**config.mk**
```make
export PLATFORM = sky130hd
export DESIGN_NAME = keypad_digit_capture_flat
export DESIGN_NICKNAME = d
export VERILOG_FILES = /design/src/rtl/keypad_digit_capture_if.sv /design/src/rtl/keypad_digit_capture.sv /design/src/flat_wrapper.sv
export SDC_FILE = /design/constraint.sdc
export NUM_CORES = 1
export LEC_CHECK = 0
export CAP_MARGIN = 20
export CORE_MARGIN = 3
export CORE_UTILIZATION = 30
export DETAILED_ROUTE_END_ITERATION = 10
export PLACE_DENSITY = 0.51
export SYNTH_ARGS = -nofsm -noshare
export SYNTH_HDL_FRONTEND = slang
export SYNTH_SLANG_ARGS = --single-unit
```
**constraint.sdc**
```tcl
create_clock -name clk -period 2.4 [get_ports clk]
set_clock_uncertainty 0.05 [all_clocks]
set_input_delay 0.6 -clock clk [delete_from_list [all_inputs] [get_ports clk]]
set_output_delay 0.6 -clock clk [all_outputs]
set_load 0.02 [all_outputs]
```
**src/rtl/keypad_digit_capture_if.sv**
```systemverilog
// Keypad and digit-output signal bundle for keypad_digit_capture.
// The master side is the capture block; the slave side is the keypad/display environment.
interface keypad_digit_capture_if;
    logic [3:0] rows;
    logic [3:0] cols;
    logic [3:0] s1;
    logic [3:0] s2;
    logic       key_valid;

    modport master (
        input  rows,
        output cols,
        output s1,
        output s2,
        output key_valid
    );

    modport slave (
        output rows,
        input  cols,
        input  s1,
        input  s2,
        input  key_valid
    );
endinterface

```
**src/rtl/keypad_digit_capture.sv**
```systemverilog
// 4x4 keypad scanner with press/release debounce; keeps the two newest hex digits
// (s1 newest, s2 previous) and pulses key_valid once per accepted press.
module keypad_digit_capture #(
    parameter int SCAN_DIV        = 20000,
    parameter int DEBOUNCE_CYCLES = 500000
) (
    input  logic                          clk,
    input  logic                          reset,
    keypad_digit_capture_if.master        kp
);

    localparam int CNT_MAX = (SCAN_DIV > DEBOUNCE_CYCLES) ? SCAN_DIV : DEBOUNCE_CYCLES;
    localparam int CNT_W   = $clog2(CNT_MAX);

    typedef logic [CNT_W-1:0] cnt_t;

    localparam cnt_t SCAN_LAST = cnt_t'(SCAN_DIV - 1);
    localparam cnt_t DEB_LAST  = cnt_t'(DEBOUNCE_CYCLES - 1);

    typedef enum logic [1:0] {
        ST_SCAN,
        ST_DEBOUNCE,
        ST_HELD,
        ST_RELEASE
    } state_e;

    logic [3:0] rows_meta_q, rows_meta_d;
    logic [3:0] rs_q, rs_d;
    state_e     state_q, state_d;
    logic [1:0] col_q, col_d;
    cnt_t       cnt_q, cnt_d;
    logic [3:0] pat_q, pat_d;
    logic [1:0] row_q, row_d;
    logic [3:0] s1_q, s1_d;
    logic [3:0] s2_q, s2_d;
    logic       key_valid_q, key_valid_d;

    function automatic logic single_low(input logic [3:0] v);
        logic [3:0] a;
        a = ~v;
        return (a != 4'h0) && ((a & (a - 4'd1)) == 4'h0);
    endfunction

    function automatic logic [1:0] low_index(input logic [3:0] v);
        logic [1:0] idx;
        idx = 2'd0;
        for (int i = 0; i < 4; i++) begin
            if (!v[i]) idx = 2'(i);
        end
        return idx;
    endfunction

    function automatic logic [3:0] decode(input logic [1:0] r, input logic [1:0] c);
        logic [3:0] code;
        case ({r, c})
            4'b00_00: code = 4'h1;
            4'b00_01: code = 4'h2;
            4'b00_10: code = 4'h3;
            4'b00_11: code = 4'hA;
            4'b01_00: code = 4'h4;
            4'b01_01: code = 4'h5;
            4'b01_10: code = 4'h6;
            4'b01_11: code = 4'hB;
            4'b10_00: code = 4'h7;
            4'b10_01: code = 4'h8;
            4'b10_10: code = 4'h9;
            4'b10_11: code = 4'hC;
            4'b11_00: code = 4'hE;
            4'b11_01: code = 4'h0;
            4'b11_10: code = 4'hF;
            default:  code = 4'hD;
        endcase
        return code;
    endfunction

    always_comb begin
        // NOTE: every _d gets a default first so no path through the case leaves a latch.
        rows_meta_d = kp.rows;
        rs_d        = rows_meta_q;
        state_d     = state_q;
        col_d       = col_q;
        cnt_d       = cnt_q;
        pat_d       = pat_q;
        row_d       = row_q;
        s1_d        = s1_q;
        s2_d        = s2_q;
        key_valid_d = 1'b0;

        case (state_q)
            ST_SCAN: begin
                if (cnt_q == SCAN_LAST) begin
                    cnt_d = '0;
                    if (single_low(rs_q)) begin
                        pat_d   = rs_q;
                        row_d   = low_index(rs_q);
                        state_d = ST_DEBOUNCE;
                    end else begin
                        col_d = col_q + 2'd1;
                    end
                end else begin
                    cnt_d = cnt_q + cnt_t'(1);
                end
            end

            ST_DEBOUNCE: begin
                if (rs_q != pat_q) begin
                    state_d = ST_SCAN;
                    col_d   = col_q + 2'd1;
                    cnt_d   = '0;
                end else if (cnt_q == DEB_LAST) begin
                    state_d     = ST_HELD;
                    cnt_d       = '0;
                    s2_d        = s1_q;
                    s1_d        = decode(row_q, col_q);
                    key_valid_d = 1'b1;
                end else begin
                    cnt_d = cnt_q + cnt_t'(1);
                end
            end

            ST_HELD: begin
                // Counter idles at zero here so an arbitrarily long hold cannot wrap it.
                cnt_d = '0;
                if (rs_q == 4'hF) state_d = ST_RELEASE;
            end

            ST_RELEASE: begin
                if (rs_q != 4'hF) begin
                    state_d = ST_HELD;
                    cnt_d   = '0;
                end else if (cnt_q == DEB_LAST) begin
                    state_d = ST_SCAN;
                    col_d   = col_q + 2'd1;
                    cnt_d   = '0;
                end else begin
                    cnt_d = cnt_q + cnt_t'(1);
                end
            end

            default: begin
                state_d = ST_SCAN;
                cnt_d   = '0;
            end
        endcase
    end

    // NOTE: state registers use non-blocking assignment so every flop samples pre-edge values.
    always_ff @(posedge clk or negedge reset) begin
        if (!reset) begin
            rows_meta_q <= 4'hF;
            rs_q        <= 4'hF;
            state_q     <= ST_SCAN;
            col_q       <= 2'd0;
            cnt_q       <= '0;
            pat_q       <= 4'hF;
            row_q       <= 2'd0;
            s1_q        <= 4'h0;
            s2_q        <= 4'h0;
            key_valid_q <= 1'b0;
        end else begin
            rows_meta_q <= rows_meta_d;
            rs_q        <= rs_d;
            state_q     <= state_d;
            col_q       <= col_d;
            cnt_q       <= cnt_d;
            pat_q       <= pat_d;
            row_q       <= row_d;
            s1_q        <= s1_d;
            s2_q        <= s2_d;
            key_valid_q <= key_valid_d;
        end
    end

    assign kp.cols      = ~(4'b0001 << col_q);
    assign kp.s1        = s1_q;
    assign kp.s2        = s2_q;
    assign kp.key_valid = key_valid_q;

endmodule

```
**src/flat_wrapper.sv**
```systemverilog
// flat-port wrapper written by rule: the top's interface ports become plain ports
module keypad_digit_capture_flat 
#(
    parameter int SCAN_DIV        = 20000,
    parameter int DEBOUNCE_CYCLES = 500000
)
  (clk, reset, kp_rows, kp_cols, kp_s1, kp_s2, kp_key_valid);
  keypad_digit_capture_if kp_i ();
  input  logic clk;
  input  logic reset;
  input wire logic [$bits(kp_i.rows)-1:0] kp_rows;
  output wire logic [$bits(kp_i.cols)-1:0] kp_cols;
  output wire logic [$bits(kp_i.s1)-1:0] kp_s1;
  output wire logic [$bits(kp_i.s2)-1:0] kp_s2;
  output wire logic [$bits(kp_i.key_valid)-1:0] kp_key_valid;
  assign kp_i.rows = kp_rows;
  assign kp_cols = kp_i.cols;
  assign kp_s1 = kp_i.s1;
  assign kp_s2 = kp_i.s2;
  assign kp_key_valid = kp_i.key_valid;
  keypad_digit_capture #(.SCAN_DIV(SCAN_DIV), .DEBOUNCE_CYCLES(DEBOUNCE_CYCLES)) u_core (.clk(clk), .reset(reset), .kp(kp_i));
endmodule
```
Word-level counts from Yosys, hierarchy flattened
Memories as Yosys holds them, arrays and structs flattened. A register that Yosys moved wholly into a read port is not among the register bits.
Cells that the tools add are included.
{"block": "op_classes", "add_sub_neg": 3, "n_eq_ne": 17, "n_shift": 1, "n_mux": 25, "bitwise": 4, "reduce_logical": 10}
{"operator": "19-bit two-way mux", "n": 4}
{"operator": "19-bit one-hot mux with 4 select lines", "n": 1}
{"operator": "2-bit two-way mux", "n": 14}
{"operator": "19-bit by 1-bit adder with 19-bit output (second input constant)", "n": 1}
{"operator": "19-bit by 15-bit == test with 1-bit output (second input constant)", "n": 1}
{"operator": "19-bit == test (second input constant)", "n": 1}
{"operator": "2-bit by 1-bit inequality test with 1-bit output (second input constant)", "n": 5}
{"operator": "4-bit NOT", "n": 2}
{"operator": "2-bit one-hot mux with 4 select lines", "n": 1}
{"operator": "3-bit by 1-bit inequality test with 1-bit output (second input constant)", "n": 2}
{"operator": "2-bit one-hot mux with 3 select lines", "n": 1}
{"operator": "3-bit AND reduction", "n": 2}
{"operator": "6-bit AND reduction", "n": 1}
{"operator": "5-bit AND reduction", "n": 1}
{"operator": "4-bit bitwise AND", "n": 1}
{"operator": "2-bit == test (second input constant)", "n": 2}
{"operator": "4-bit == test (second input constant)", "n": 1}
{"operator": "4-bit zero test", "n": 1}
{"operator": "1-bit two-way mux", "n": 4}
{"operator": "2-bit inequality test (second input constant)", "n": 2}
{"operator": "4-bit inequality test", "n": 1}
{"operator": "4-bit inequality test (second input constant)", "n": 1}
{"operator": "4-bit nonzero test", "n": 1}
{"operator": "1-bit by 2-bit left shift with 4-bit output (first input constant)", "n": 1}
{"operator": "other kinds (8)", "n": 8}
{"block": "word_totals", "regBits": 42, "romBits": 64, "in_bits": 6, "output_inout_bits": 13, "wordCells": 70, "memories": 1}
{"name": "(name not given)", "depth": 16, "word_bits": 4, "rd": 1, "rd_ports_with_merged_regs": 1, "write_ports": 0, "line": "keypad_digit_capture.sv:55", "rtl": "case ({r, c})"}

Depth between registers and ports, before layout
Gate-level depths: netlist (run 1).
{"block": "logic_depth", "depth_word": 8, "ltp_mapped": 7, "ltp_nobuf": 6}

Least setup slack after synthesis (run 1)
No wires, ideal clock.
{"block": "synth_timing", "kind": "reg-to-reg", "from": "reg u_core.cnt_q[15]", "to": "reg u_core.col_q[1]", "setup_time_ns": 0.125, "arrival_time_ns": 2.099, "required_ns": 2.225, "setup_slack_ns": 0.126, "path_stages_with_launch": 6, "n_path_buf": 0, "period_less_slack_ns": 2.274, "path_cell_list": "dfrtp_1 -> nand3_2 -> or4b_4 -> o311a_1 -> or4b_4 -> mux2_4"}
{"block": "synth_via", "elab_chain_cells": 3, "word_cells_on_any_way": 5, "cone_classes": "eq/ne: 4; reduce/logical: 1"}
{"item": "from (decl)", "line": "keypad_digit_capture.sv:31", "rtl": "cnt_t cnt_q, cnt_d;"}
{"item": "from (signal assigned)", "line": "keypad_digit_capture.sv:165", "rtl": "cnt_q <= cnt_d;"}
{"item": "19-bit == test / 19-bit by 15-bit == test with 1-bit output (equally long branches)", "line": "keypad_digit_capture.sv:131, keypad_digit_capture.sv:91"}
{"item": "2-bit by 1-bit inequality test with 1-bit output (no source line)"}
{"item": "6-bit AND reduction (no source line) (*)"}
{"item": "to (signal assigned)", "line": "keypad_digit_capture.sv:164", "rtl": "col_q <= col_d;"}
{"item": "to (decl)", "line": "keypad_digit_capture.sv:30", "rtl": "logic [1:0] col_q, col_d;"}
Every way passes the cells marked *; elsewhere a longest branch is shown, timed or not.
A chain may end at the register's enable or synchronous reset.

Worst setup path after layout (run 1)
{"block": "layout_timing", "from": "reg u_core.cnt_q[17]", "to": "reg u_core.col_q[1]"}
The elaborated chain is that of the path after synthesis.

==> results of run 1 <==
## worst max-delay path: stages (launching register included)
cell and delay [ns]:
dfrtp_1 0.40, nand3_2 0.09, or4b_4 0.55, o311a_1 0.30, or4b_4 0.50, mux2_4 0.31
## layout make-up
class,instances,area share
clock buffer,6,0.0300
clock inverter,2,0.00455
inverter,12,0.0164
multi-input combinational,148,0.385
sequential,46,0.425
tap,99,0.0450
timing repair buffer,25,0.0945
## synthesized netlist by cell type, drive strengths merged, types with 2 or more instances
master / instances / area (µm²)
o211ai: 2 / 15.0
buf: 2 / 12.5
nor3: 6 / 30.0
nor4: 4 / 25.0
and3: 3 / 18.8
nand3: 6 / 35.0
xor2: 7 / 61.3
nor2: 28 / 105
o21ai: 2 / 10.0
and2: 2 / 12.5
ha: 7 / 87.6
inv: 12 / 45.0
nand2: 17 / 63.8
nand3b: 2 / 15.0
nand4: 5 / 31.3
xnor2: 17 / 149
a21oi: 3 / 18.8
o21a: 2 / 15.0
dfrtp: 34 / 851
clkbuf: 6 / 22.5
or4b: 2 / 27.5
mux2: 15 / 173
dfstp: 12 / 315
## what timing repair did
item | CTS | global route
buffers inserted | 0 | 0
hold buffers | 0 | 0
endpoints found under the setup margin | 3 | 11
gates resized for setup | 2 | 4
## logic make-up (layout without fill, tap and decap cells)
logic type,after synthesis,in the layout,synth area share
AO/OA/AOI/OAI,18,18,0.0593
buffers and inverters,20,45,0.0348
multiplexers,17,17,0.0892
flip-flops,46,46,0.507
AND/OR/NAND/NOR,82,82,0.181
XOR/XNOR,24,24,0.0914
adder cells (fa/ha/maj),7,7,0.0381
## where the power goes
part / switching (mW) / internal [mW] / leakage (nW) / total, mW
Combinational: 0.0250 / 0.0196 / 0.524 / 0.0446
Clock: 0.263 / 0.232 / 0.0472 / 0.494
Sequential: 0.00854 / 0.787 / 0.583 / 0.796
## cell usage in the layout, fill, tap and decap left out, types with 7 or more instances in the layout
cell type | synthesis | final
nand2_1 | 17 | 17
dfstp_2 | 12 | 12
mux2_2 | 14 | 14
xor2_1 | 7 | 7
ha_1 | 7 | 7
xnor2_1 | 17 | 17
inv_1 | 12 | 12
dfrtp_1 | 34 | 32
nor2_1 | 28 | 28
clkdlybuf4s50_1 | 0 | 14
## worst max-delay path by stage
stage,from,to,slack (ns),cells past startpoint
6_report,u_core.cnt_q[17],u_core.col_q[1],0.09,5
5_1_grt,u_core.cnt_q[0],u_core.col_q[1],0.0009,6
4_1_cts,u_core.col_q[0],kp_cols[0],0.004,4
3_5_place_dp,u_core.cnt_q[17],u_core.col_q[1],0.10,5
3_3_place_gp,u_core.cnt_q[17],u_core.col_q[1],0.12,5
2_1_floorplan,u_core.cnt_q[15],u_core.col_q[1],0.13,5
## state kept, by name (all words and copies together) (netlist names)
name	cells
u_core.kp.s2	4
u_core.rs_q	4
u_core.row_q	2
u_core.rows_meta_q	4
u_core.cnt_q	19
u_core.kp.s1	4
u_core.col_q	2
u_core.kp.key_valid	1
u_core.state_q	2
u_core.pat_q	4
## per-layer routing
layer / vias to the layer above / routed length [µm]
met2: 23 / 1950
met4: 0 / 67
li1: 780 / -
met1: 750 / 2030
met5: - / 0
met3: 7 / 161
## metrics by stage
stage | area (µm²) | setup WS, ns | util | cells
finish | 2750 | 0.0929 | 0.375 | 338
global route | 2750 | 0.000940 | 0.375 | 338
CTS | 2740 | 0.00441 | 0.374 | 338
detailed placement | 2640 | 0.103 | 0.360 | 330
global placement | 2640 | 0.125 | 0.360 | 330
floorplan | 2300 | 0.126 | - | 214
==> run_results.csv, run 1 <==
group,metric,value,unit
timing,fin_setup_tns,0,ns
drt,avgViaCountPerCell,4.62,
pwr,power_leakage,1.15,nW
outcome,status,"finished clean",
synthesis,syn_nets,227,
layout,multi_input_area,0.00106,mm²
worst_setup_path,critPathRequiredTime,2.54,ns
drt,ant_nets,0,
floorplanning,die_h,93.6,µm
synthesis,syn-instance-count,214,
layout,ff_latch_area,0.00117,mm²
drt,drt_iter0_drc,41,
floorplanning,start_util,0.314,
synthesis,ys.flop_type,"dfrtp_1",
global_route,gr-usage-all-layers,0.107,
timing,rsz0062_at_grt,"false",
layout,final_nets,251,
clock_network,cts-root-buf,"clkbuf_8",
timing,max_slew_margin,0.586,
floorplanning,ioPinCount,19,
floorplanning,dieArea,0.00876,mm²
clock_network,clock_sinks,46,
global_route,grt_pass1_vias,1511,
placement,finalWeightedCongestion,0.780,
synthesis,ys_seq_elements,46,
timing,drv_slew,0,
timing,hold-worst-slack,0.195,ns
synthesis,synth_edf_count,0,
drt,wl_per_cell,12.4,µm
global_route,grtUsageMet3,0.0249,
clock_network,htreeDepth,2,
flow_run,cap_violations,0,
layout,antenna_cells,0,
timing,final-setup-viol-count,0,
placement,portBuffers,18,
synthesis,synth_cell_type_count,45,
global_route,overflow,0,
floorplanning,core_area,0.00733,mm²
timing,tightest_slew,0.605,ns
pwr,power.density,485,mW/mm²
clock_network,clk_pin_slew_worst_paths,0.09,ns
worst_setup_path,worstReg2RegStart,"u_core.cnt_q[17]",
synthesis,async_flop_share,1.00,
clock_network,cts_buffers,5,
worst_hold_path,hold_path.class,"input port to asynchronous set/reset pin",
worst_setup_path,r2r_end,"u_core.col_q[1]",
worst_setup_path,crit_type,"flop to flop",
timing,hold_violations,0,
layout,drive_gt1_frac,0.226,
placement,dpl.hpwl,3150,µm
clock_network,clock_path_buffers,2,
drt,drc,0,
layout,area_delta_synth_final,19.6,%
drt,dr_total_vias,1560,
drt,drt-total-wl,4210,µm
clock_network,cts_tree,"built",
layout,n_fill_cell,732,
synthesis,netlist_area,0.00230,mm²
global_route,top_usage_layer,"met2",
worst_setup_path,r2r_cells,5,
worst_setup_path,crit_fanout,4,
timing,post-route-period-util,0.961,
global_route,grt_pass1_wl,7270,µm
drt,dr.pass1.iters,4,
global_route,antenna_found_initial,0,
worst_setup_path,cp.arrival,2.44,ns
floorplanning,die_w,93.6,µm
clock_network,clock_latency,0.30,ns
global_route,grt_max_degree,29,
timing,period_minus_slack,2.31,ns
pwr,power,1.33,mW
worst_setup_path,r2r_slack,0.09,ns
global_route,grtUsageMet2,0.170,
floorplanning,core.rowCount,31,
global_route,grtUsageMet1,0.141,
worst_setup_path,cp-start-kind,"flop",
synthesis,ys_warn_count,0,
pwr,max-vdd-ir-drop,0.229,mV
synthesis,ys_seq_area_frac,0.507,
synthesis,avgSynthCellArea,10.8,µm²
worst_setup_path,worstSetupEndpointType,"flop",
timing,max_freq,433,MHz
No activity file was read; power rests on OpenSTA's default activity.
==> inputs of run 2 (changes only) <==
--- a/config.mk
+++ b/config.mk
@@ -10,6 +10,8 @@
 export CORE_UTILIZATION = 30
 export DETAILED_ROUTE_END_ITERATION = 10
 export PLACE_DENSITY = 0.51
+export SETUP_SLACK_MARGIN = 0.1
+export SLEW_MARGIN = 20
 export SYNTH_ARGS = -nofsm -noshare
 export SYNTH_HDL_FRONTEND = slang
 export SYNTH_SLANG_ARGS = --single-unit
==> run_results.csv, run 2 (synthesis results as in run 1) <==
group,metric,value,unit
drt,wl_per_cell,12.5,µm
worst_setup_path,cp.arrival,2.42,ns
worst_hold_path,hold_path.class,"input port to asynchronous set/reset pin",
global_route,grt_max_degree,29,
worst_setup_path,critPathMostFrequentCell,"or4b_4",
pwr,p_seq_frac,0.597,
timing,final-setup-viol-count,0,
layout,antenna_cells,0,
global_route,grt_pass1_wl,7310,µm
clock_network,cts_buffers,5,
clock_network,cts_tree,"built",
timing,drv_slew,0,
pwr,max-vdd-ir-drop,0.228,mV
placement,dp.cells,330,
pwr,p_int,1.04,mW
pwr,power_frac_clock,0.370,
clock_network,clock_path_buffers,2,
outcome,status,"finished clean",
layout,largest_register_ffs,19,
global_route,antenna_found_initial,0,
layout,final_cell_mix,"dfrtp_1, nor2_1, nand2_1, xnor2_1, mux2_2",
drt,ant_nets,0,
layout,n_fill_cell,729,
global_route,gr-usage-all-layers,0.108,
layout,top_register,"u_core.cnt_q",
worst_setup_path,critPathRequiredTime,2.54,ns
floorplanning,core_area,0.00733,mm²
global_route,grtUsageMet2,0.172,
layout,final_nets,254,
layout,layout_commonest_cell,"dfrtp_1",
floorplanning,start_util,0.314,
worst_setup_path,crit_type,"flop to flop",
drt,avgViaCountPerCell,4.62,
worst_setup_path,r2r_cells,5,
pwr,power_leakage,1.15,nW
timing,tightest_slew,0.605,ns
timing,rsz0062_at_grt,"true",
worst_setup_path,cp-start-kind,"flop",
clock_network,htreeDepth,2,
global_route,grt_pass1_vias,1523,
timing,fin_setup_tns,0,ns
floorplanning,dieArea,0.00876,mm²
drt,dr.pass1.iters,4,
timing,max_freq,438,MHz
drt,dr_total_vias,1577,
worst_setup_path,worstReg2RegStart,"u_core.cnt_q[15]",
pwr,swShare,0.221,
layout,fin_cells,341,
layout,drive_gt1_frac,0.252,
worst_setup_path,max_stage_delay,0.55,ns
placement,portBuffers,18,
clock_network,clock_sinks,46,
global_route,overflow,0,
pwr,power.density,479,mW/mm²
global_route,grtUsageMet1,0.141,
timing,hold_violations,0,
floorplanning,core.rowCount,31,
pwr,pwr-share-comb,0.033,
floorplanning,die_w,93.6,µm
drt,drc,0,
timing,period_minus_slack,2.28,ns
clock_network,clock_latency,0.30,ns
layout,area_delta_synth_final,21.0,%
global_route,top_usage_layer,"met2",
timing,post-route-period-util,0.951,
clock_network,clk_pin_slew_worst_paths,0.08,ns
worst_setup_path,worstSetupEndpointType,"flop",
worst_setup_path,cpMaxStageDelayCell,"or4b_4",
timing,max_slew_margin,0.586,
global_route,grtUsageMet3,0.0249,
floorplanning,ioPinCount,19,
drt,drt_iter0_drc,40,
flow_run,cap_violations,0,
worst_setup_path,crit_fanout,4,
floorplanning,die_h,93.6,µm
placement,finalWeightedCongestion,0.780,
worst_setup_path,r2r_end,"u_core.col_q[1]",
worst_setup_path,r2r_slack,0.12,ns
worst_setup_path,path_cells,"nand3_2 -> or4b_4 -> o311a_1 -> or4b_4 -> mux2_4",
pwr,p_switching,0.295,mW
drt,drt-total-wl,4250,µm
clock_network,cts-root-buf,"clkbuf_8",
placement,dpl.hpwl,3150,µm
==> run 2: cell count changes in the layout (fill, tap and decap cells not counted), sizes merged <==
cell and delta:
buf +3, dlymetal6s2s -2, clkdlybuf4s50 -1, dlygate4sd2 +3
==> run 2: layout make-up <==
| class | count | area (µm²) | share of cell area |
|---|---|---|---|
| clock buffers | 6 | 82.6 | 0.0297 |
| clock inverters | 2 | 12.5 | 0.00449 |
| inverters | 12 | 45.0 | 0.0162 |
| multi-input cells | 148 | 1080 | 0.387 |
| flip-flops and latches | 46 | 1170 | 0.420 |
| well taps | 99 | 124 | 0.0445 |
| repair buffers | 28 | 274 | 0.0984 |
==> run 2: how the worst max path moves through the flow <==
stage / slack (ns) / depth (start not counted) / to / from
after floorplan: 0.13 / 5 / u_core.col_q[1] / u_core.cnt_q[15]
after global placement: 0.12 / 5 / u_core.col_q[1] / u_core.cnt_q[17]
after detailed placement: 0.10 / 5 / u_core.col_q[1] / u_core.cnt_q[17]
after CTS: 0.10 / 6 / u_core.col_q[1] / u_core.cnt_q[0]
after global routing: 0.05 / 6 / u_core.col_q[1] / u_core.cnt_q[0]
final: 0.12 / 5 / u_core.col_q[1] / u_core.cnt_q[15]
==> run 2: timing repair <==
item                                    CTS  global route
endpoints found under the setup margin    5            10
endpoints found under the hold margin     0             0
resized for setup                         6             5
setup buffers                             1             2
pin swaps                                 0             1
hold buffers                              0             0
==> run 2: routing by layer <==
metal,share of wire,vias up
met5,0,-
met4,0.016,0
met3,0.045,7
met2,0.46,29
met1,0.48,757
li1,-,784
==> run 2: worst max-delay path, delay by kind of cell (launching register included) <==
family | cells | cell delay [ns]
flip-flops | 1 | 0.38
multiplexers | 1 | 0.31
AND/OR/NAND/NOR | 3 | 1.14
AO/OA/AOI/OAI | 1 | 0.30
==> run 2: power groups by stage <==
stage | combinational [mW] | clock [mW] | sequential, mW
after floorplan | 0.0219 | 0 | 0.804
after global routing | 0.0509 | 0.557 | 0.798
after CTS | 0.0467 | 0.529 | 0.796
final | 0.0446 | 0.494 | 0.796
after detailed placement | 0.0467 | 0 | 0.811
after global placement | 0.0458 | 0 | 0.810
==> run 2: metrics by stage <==
stage	power, mW	setup slack [ns]	utilization	instance area, µm²	hold WS [ns]
after floorplan	0.826	0.126	-	2300	0.254
after global placement	0.856	0.125	0.360	2640	0.297
after detailed placement	0.857	0.103	0.360	2640	0.298
after CTS	1.37	0.100	0.375	2750	0.202
after global routing	1.41	0.0509	0.380	2780	0.213
final	1.33	0.118	0.380	2780	0.195
==> inputs of run 3 (changes only) <==
--- a/config.mk
+++ b/config.mk
@@ -10,7 +10,9 @@
 export CORE_UTILIZATION = 30
 export DETAILED_ROUTE_END_ITERATION = 10
 export PLACE_DENSITY = 0.51
+export REMOVE_ABC_BUFFERS = 1
 export SETUP_SLACK_MARGIN = 0.1
+export SKIP_CTS_REPAIR_TIMING = 1
 export SLEW_MARGIN = 20
 export SYNTH_ARGS = -nofsm -noshare
 export SYNTH_HDL_FRONTEND = slang
==> run_results.csv, run 3 (synthesis results as in run 1) <==
group,metric,value,unit
timing,drv_slew,0,
placement,finalWeightedCongestion,0.798,
global_route,grt_pass1_vias,1520,
global_route,grtUsageMet1,0.150,
timing,fin_ws,0.117,ns
global_route,top_usage_layer,"met2",
pwr,power_leakage,1.17,nW
floorplanning,die_h,93.6,µm
layout,largest_register_ffs,19,
floorplanning,ioPinCount,19,
drt,dr_total_vias,1583,
layout,antenna_cells,0,
layout,final_cell_mix,"dfrtp_1, nor2_1, xnor2_1",
timing,period_minus_slack,2.28,ns
drt,drt_iter0_drc,38,
global_route,grtUsageMet2,0.157,
worst_setup_path,critPathRequiredTime,2.54,ns
layout,top_register,"u_core.cnt_q",
global_route,grt_pass1_wl,7420,µm
layout,drive_gt1_frac,0.242,
clock_network,clock_sinks,46,
clock_network,clock_path_buffers,2,
placement,pre_cts_slack,0.110,ns
clock_network,cts_buffers,5,
floorplanning,dieArea,0.00876,mm²
global_route,antenna_found_initial,0,
drt,ant_nets,0,
clock_network,cts-root-buf,"clkbuf_8",
layout,area_delta_synth_final,20.2,%
timing,rsz0062_at_grt,"true",
worst_setup_path,cp.arrival,2.42,ns
timing,max_freq,438,MHz
drt,drt-total-wl,4300,µm
worst_setup_path,worstSetupEndpointType,"flop",
placement,dpl.hpwl,3090,µm
global_route,grt_max_degree,20,
layout,layout_commonest_cell,"dfrtp_1",
floorplanning,die_w,93.6,µm
worst_setup_path,crit_type,"flop to flop",
layout,postLayoutCoreUtil,0.377,
timing,final-setup-viol-count,0,
pwr,power.density,465,mW/mm²
clock_network,cts_tree,"built",
drt,wl_per_cell,12.5,µm
floorplanning,core_area,0.00733,mm²
worst_hold_path,hold_path.class,"input port to asynchronous set/reset pin",
floorplanning,start_util,0.314,
timing,post-route-period-util,0.951,
placement,portBuffers,18,
global_route,gr-usage-all-layers,0.106,
outcome,status,"finished clean",
flow_run,cap_violations,0,
clock_network,clk_pin_slew_worst_paths,0.08,ns
timing,tightest_slew,0.602,ns
pwr,max-vdd-ir-drop,0.174,mV
worst_setup_path,cp-start-kind,"flop",
drt,avgViaCountPerCell,4.62,
layout,final_nets,256,
floorplanning,core.rowCount,31,
drt,drc,0,
clock_network,clock_latency,0.29,ns
timing,hold_violations,0,
timing,max_slew_margin,0.588,
worst_setup_path,crit_fanout,3,
clock_network,htreeDepth,2,
global_route,grtUsageMet3,0.0265,
drt,dr.pass1.iters,4,
global_route,overflow,0,
-- run 3: cell count changes in the layout (fill, tap and decap cells not counted), moves of 2 or more --
cell            previous run  this run
buf_12                     2         0
buf_4                      8        12
clkbuf_1                   0         3
dlygate4sd2_1              3         0
dlymetal6s2s_1             1         4
-- run 3: area by class of cell --
type / instances / area [µm²]
Tap cell: 99 / 124
Fill cell: 724 / 4570
Timing Repair Buffer: 30 / 275
Inverter: 12 / 45.0
Sequential cell: 46 / 1170
Clock buffer: 8 / 80.1
Multi-Input combinational cell: 148 / 1070
-- run 3: report_power, final --
part | total (mW) | switching (mW) | leakage (nW) | internal, mW
Sequential | 0.797 | 0.00948 | 0.583 | 0.787
Clock | 0.446 | 0.239 | 0.0395 | 0.207
Combinational | 0.0441 | 0.0246 | 0.545 | 0.0195
Total | 1.29 | 0.273 | 1.17 | 1.01
-- run 3: critical path, stage by stage, from the launching register on --
cell and delay (ns):
dfrtp_1 0.42, nand3_2 0.10, or4b_4 0.50, o311a_1 0.30
or4b_4 0.50, mux2_4 0.31
-- run 3: metrics by stage --
stage | power [mW] | cells | hold slack, ns | area [µm²] | setup TNS, ns
6_report | 1.29 | 343 | 0.185 | 2770 | 0
5_1_grt | 1.35 | 343 | 0.220 | 2770 | 0
4_1_cts | 1.32 | 341 | 0.197 | 2720 | -0.181
3_5_place_dp | 0.857 | 333 | 0.298 | 2640 | 0
3_3_place_gp | 0.857 | 333 | 0.296 | 2640 | 0
2_1_floorplan | 0.825 | 206 | 0.254 | 2270 | 0
-- run 3: routing by layer --
layer  up-vias  wire length, µm
met5         -                0
met4         0               72
met3         5              170
met2        23             1840
met1       766             2220
li1        789                -
-- run 3: worst paths after layout --
check | slack [ns] | depth (start not counted) | startpoint | endpoint
setup / recovery | 0.12 | 5 | u_core.cnt_q[17] | u_core.col_q[1]
hold / removal | 0.19 | 1 | reset | u_core.row_q[1]
setup reg to reg | 0.12 | 5 | u_core.cnt_q[17] | u_core.col_q[1]
hold reg to reg | 0.30 | 0 | u_core.rows_meta_q[0] | u_core.rs_q[0]
max in group asynchronous | 1.52 | 2 | reset | u_core.rows_meta_q[2]
min in group clk | 0.30 | 0 | u_core.rows_meta_q[0] | u_core.rs_q[0]
